## src/rtl/hack_pkg.sv

```systemverilog
// Shared constants and FSM encoding for the Hack arithmetic blocks.
package hack_pkg;

  localparam int unsigned HACK_WIDTH = 16;

  typedef enum logic [1:0] {
    IDLE = 2'd0,
    RUN  = 2'd1,
    DONE = 2'd2
  } state_e;

endpackage

```

## src/rtl/hack_sub16_serial_fullsub.sv

```systemverilog
// One-bit combinational full subtractor: d = a - b - bin, bout = borrow out.
module hack_fullsub (
  input  logic a,
  input  logic b,
  input  logic bin,
  output logic d,
  output logic bout
);

  // Difference bit and borrow propagation for a single column
  always_comb begin
    d    = a ^ b ^ bin;
    bout = (~a & b) | (~(a ^ b) & bin);
  end

endmodule

```

## src/rtl/hack_sub16_serial.sv

```systemverilog
// Bit-serial subtractor: out = a - b, one bit per clock, LSB first, through a
// single full-subtractor cell. Result and flags hold until the next DONE.
module hack_sub16_serial
  import hack_pkg::*;
#(
  parameter int unsigned WIDTH = HACK_WIDTH
) (
  input  logic             clk,
  input  logic             rst_n,
  input  logic             start,
  input  logic [WIDTH-1:0] a,
  input  logic [WIDTH-1:0] b,
  output logic             ready,
  output logic             busy,
  output logic             done,
  output logic [WIDTH-1:0] out,
  output logic             borrow,
  output logic             zr,
  output logic             ng
);

  localparam int unsigned CntW = (WIDTH > 1) ? $clog2(WIDTH) : 1;
  localparam logic [CntW-1:0] CntLast = CntW'(WIDTH - 1);

  state_e           state_q, state_d;
  logic [WIDTH-1:0] a_sh_q, b_sh_q, res_sh_q;
  logic [WIDTH-1:0] res_next;
  logic [CntW-1:0]  cnt_q;
  logic             br_q;
  logic [WIDTH-1:0] out_q;
  logic             borrow_q, zr_q, ng_q;
  logic             cell_d, cell_bout;
  logic             accept, last_bit;

  hack_fullsub u_fullsub (
    .a    (a_sh_q[0]),
    .b    (b_sh_q[0]),
    .bin  (br_q),
    .d    (cell_d),
    .bout (cell_bout)
  );

  assign accept   = start & ready;
  assign last_bit = (state_q == RUN) && (cnt_q == CntLast);
  // New difference bit enters at the MSB; after WIDTH shifts bit 0 is the first one
  assign res_next = {cell_d, res_sh_q[WIDTH-1:1]};

  // State register
  always_ff @(posedge clk) begin
    if (!rst_n) state_q <= IDLE;
    else        state_q <= state_d;
  end

  // Next-state logic
  always_comb begin
    state_d = state_q;
    unique case (state_q)
      IDLE:    if (start) state_d = RUN;
      RUN:     if (last_bit) state_d = DONE;
      DONE:    state_d = start ? RUN : IDLE;
      default: state_d = IDLE;
    endcase
  end

  // Handshake outputs decoded from the state
  always_comb begin
    ready = 1'b0;
    busy  = 1'b0;
    done  = 1'b0;
    unique case (state_q)
      IDLE:    ready = 1'b1;
      RUN:     busy  = 1'b1;
      DONE: begin
        ready = 1'b1;
        done  = 1'b1;
      end
      default: ready = 1'b0;
    endcase
  end

  // Operand shift, borrow chain, bit counter and result/flag registers
  always_ff @(posedge clk) begin
    if (!rst_n) begin
      a_sh_q   <= '0;
      b_sh_q   <= '0;
      res_sh_q <= '0;
      cnt_q    <= '0;
      br_q     <= 1'b0;
      out_q    <= '0;
      borrow_q <= 1'b0;
      zr_q     <= 1'b1;
      ng_q     <= 1'b0;
    end else if (accept) begin
      a_sh_q <= a;
      b_sh_q <= b;
      cnt_q  <= '0;
      br_q   <= 1'b0;
    end else if (state_q == RUN) begin
      a_sh_q   <= a_sh_q >> 1;
      b_sh_q   <= b_sh_q >> 1;
      res_sh_q <= res_next;
      br_q     <= cell_bout;
      cnt_q    <= cnt_q + CntW'(1);
      // Visible result only changes when the final bit lands
      if (last_bit) begin
        out_q    <= res_next;
        borrow_q <= cell_bout;
        zr_q     <= (res_next == '0);
        ng_q     <= res_next[WIDTH-1];
      end
    end
  end

  assign out    = out_q;
  assign borrow = borrow_q;
  assign zr     = zr_q;
  assign ng     = ng_q;

endmodule

```

## config.mk

```make
export PLATFORM = sky130hd
export DESIGN_NAME = hack_sub16_serial
export DESIGN_NICKNAME = d
export VERILOG_FILES = /design/src/rtl/hack_pkg.sv /design/src/rtl/hack_sub16_serial_fullsub.sv /design/src/rtl/hack_sub16_serial.sv
export SDC_FILE = /design/constraint.sdc
export NUM_CORES = 1
export LEC_CHECK = 0
export BUFFER_PORTS_ARGS = -buffer_cell sky130_fd_sc_hd__buf_4
export CAP_MARGIN = 0
export CORE_MARGIN = 2
export CORE_UTILIZATION = 58
export DETAILED_ROUTE_END_ITERATION = 7
export PLACE_DENSITY = 0.9
export SLEW_MARGIN = 25
export SYNTH_ARGS = -nofsm -noshare
export SYNTH_HDL_FRONTEND = slang
export SYNTH_SLANG_ARGS = --single-unit
```

## constraint.sdc

```tcl
create_clock -name clk -period 3.3 [get_ports clk]
set_input_delay 0.165 -clock clk [delete_from_list [all_inputs] [get_ports clk]]
set_output_delay 0.165 -clock clk [all_outputs]
set_load 0.02 [all_outputs]
```

==> results.sh <==
export IMPL_antenna_found_initial=0
export IMPL_setup_viol=0
export IMPL_async_reset_ff_frac=0
export IMPL_fmax_mhz=477
export IMPL_power_density_nw_per_um2=557
export IMPL_r2r_setup_slack_ns=1.36
export IMPL_cts_root_buf="clkbuf_8"
export IMPL_drt_pass1_iterations=4
export IMPL_postCtsSetupBuffers=0
export IMPL_tightest_slew_ns=0.947
export IMPL_worstPathCellList="nand2b_2 > clkinv_2 > buf_4"
export IMPL_rr_worst_depth=3
export IMPL_fin_ws_ns=1.20
export IMPL_period_needed_ns=2.10
export IMPL_avgSynthCellArea_um2=8.16
export IMPL_gp_congestion=0.727
export IMPL_diodes=0
export IMPL_r2r_end="br_q"
export IMPL_core_area_um2=4750
export IMPL_dieHeight_um=74.3
export IMPL_areaGrowthSynthToFinish_pct=20.4
export IMPL_p_sw_frac=0.232
export IMPL_synth_seq_area_share=0.503
export IMPL_grt_max_degree=70
export IMPL_slowest_delay_ns=0.64
export IMPL_grt_pass1_vias=2248
export IMPL_synthFlopType="dfxtp_1"
export IMPL_holdPathEnd="a_sh_q[15]"
export IMPL_grt_overflow_total=0
export IMPL_drive_gt1_frac=0.191
export IMPL_period_share=0.635
export IMPL_critPathKind="flop to output pin"
export IMPL_p_int_mw=1.48
export IMPL_finalMaxSlewViolations=0
export IMPL_ios=57
export IMPL_cts_tree="built"
export IMPL_layout_commonest_cell="nand2_1"
export IMPL_syn_instance_count=351
export IMPL_fin_nets=425
export IMPL_start_util=0.602
export IMPL_p_leak_nw=1.28
export IMPL_clkLatencyLatePin_ns=0.34
export IMPL_hold_start="a[15]"
export IMPL_pre_cts_ws_ns=1.43
export IMPL_dr_total_vias=2563
export IMPL_clockBufferDepth=2
export IMPL_worstReg2RegStart="state_q[0]"
export IMPL_peakVddDrop_mv=0.362
export IMPL_synth_seq_cells=72
export IMPL_wl_per_cell_um=13.3
export IMPL_hold_buffers=0
export IMPL_hold_class="primary input to flop"
export IMPL_grt_pass1_wl_um=10200
export IMPL_end_kind="output pin"
export IMPL_cts_resized=0
export IMPL_cts_clk_slew_worst_paths_ns=0.07
export IMPL_portBuffers=56
export IMPL_status="completed"
export IMPL_die_area_um2=5520
export IMPL_synth_edf_count=0
export IMPL_drtAntennaViolNets=0
export IMPL_clock_skew_ns=0.00898
export IMPL_pwr_share_seq=0.485
export IMPL_place_hpwl_um=3720
export IMPL_power_frac_clock=0.413
export IMPL_cp_max_fo=69
export IMPL_slowest_stage="clkinv_2"
export IMPL_startpoint_type="flop"
export IMPL_hold_viol=0
export IMPL_cts_sinks=72
export IMPL_netlist_area_um2=2860
export IMPL_drc=0
export IMPL_die_w_um=74.3
export IMPL_drtIter0Drc=229
export IMPL_wl_um=6110
export IMPL_synth_distinct_cells=32
export IMPL_htreeDepth=3
export IMPL_avgViaCountPerCell=5.57
export IMPL_hold_depth=3
export IMPL_p_sw_uw=446
export IMPL_final_cell_mix="nand2_1 (75), dfxtp_1 (72), buf_4 (57)"
export IMPL_fin_tns_setup_ns=0
export IMPL_syn_nets=388
export IMPL_n_fill_cell=385
export IMPL_cp_required_ns=3.13
export IMPL_worstPathArrival_ns=1.93
export IMPL_ys_warn_count=0
export IMPL_relSlewSlack=0.367
export IMPL_combPwrFrac=0.102
export IMPL_rows=25
export IMPL_groute_usage_overall=0.241
export IMPL_numCtsBuffers=9
export IMPL_max_cap_violations=0
export IMPL_rsz0062_at_grt="false"
==> power by group through the flow <==
stage | Combinational (mW) | Clock, mW | Sequential [mW]
after global placement | 0.188 | 0 | 0.950
after detailed placement | 0.192 | 0 | 0.951
after CTS | 0.194 | 0.804 | 0.932
after global routing | 0.219 | 0.834 | 0.937
final | 0.195 | 0.794 | 0.932
after floorplan | 0.144 | 0 | 0.945
==> cells in the mapped netlist, drive strengths merged, types with 2 or more instances <==
library cell | count | area (µm²)
o22ai | 9 | 56.3
nor4 | 4 | 25.0
a311oi | 19 | 166
dfxtp | 72 | 1440
clkbuf | 10 | 37.5
a21oi | 39 | 195
inv | 5 | 18.8
nand2 | 75 | 282
nand3 | 20 | 100
buf | 21 | 126
nor2b | 2 | 12.5
o21ai | 18 | 90.1
a22oi | 2 | 15.0
nor2 | 23 | 86.3
nor3 | 18 | 90.1
nand2b | 2 | 15.0
==> worst max path at each step <==
stage / from / end / slack, ns / cells after the start
5_1_grt: state_q[1] / busy / 1.08 / 3
6_report: state_q[1] / busy / 1.20 / 3
3_3_place_gp: state_q[0] / br_q / 1.53 / 3
3_5_place_dp: state_q[0] / a_sh_q[14] / 1.43 / 4
4_1_cts: state_q[0] / busy / 1.19 / 3
2_1_floorplan: b_sh_q[0] / zr / 1.96 / 5
==> critical path, delay by kind of cell (launching register included) <==
kind,cells,cell delay [ns]
buffers and inverters,2,1.08
DFF,1,0.34
and+or+nand+nor,1,0.15
==> kinds of logic (layout without fill, tap and decap cells) <==
| group | after synthesis | in the layout | synth area share |
|---|---|---|---|
| and+or+nand+nor | 148 | 148 | 0.222 |
| AOI/OAI and AO/OA | 91 | 91 | 0.193 |
| DFF | 72 | 72 | 0.503 |
| buffers and inverters | 36 | 78 | 0.0638 |
| adders and majority gates | 2 | 2 | 0.0114 |
| xor gates and xnor gates | 2 | 2 | 0.00612 |
==> final cells by class <==
type | instances | area [µm²] | share of cell area
Sequential cell | 72 | 1440 | 0.418
Multi-Input combinational cell | 243 | 1240 | 0.360
Timing Repair Buffer | 57 | 428 | 0.124
Clock buffer | 14 | 173 | 0.0501
Tap cell | 67 | 83.8 | 0.0243
Clock inverter | 2 | 60.1 | 0.0174
Inverter | 5 | 21.3 | 0.00617
==> layer usage <==
layer / share of wire / vias to the layer above / track usage
li1: - / 1303 / -
met1: 0.44 / 1192 / 0.321
met2: 0.50 / 58 / 0.383
met3: 0.038 / 10 / 0.0420
met4: 0.022 / 0 / 0.117
met5: 0 / - / 0
==> flip-flops by register name, indices dropped and copies added, names as in the netlist <==
register,flops
a_sh_q,16
b_sh_q,16
borrow,1
br_q,1
cnt_q,4
out,16
res_sh_q,15
state_q,2
zr,1
==> per-stage QoR <==
stage               power (mW)  hold WS (ns)  instance area, µm²  std cells   util
detailed placement        1.14         0.422                3210        444  0.676
global route              1.99        0.0797                3450        460  0.726
floorplan                 1.09         0.254                2860        351      -
finish                    1.92        0.0730                3450        460  0.726
global placement          1.14         0.412                3210        444  0.676
CTS                       1.93        0.0636                3450        460  0.725
(Power assumes the default switching activity.)
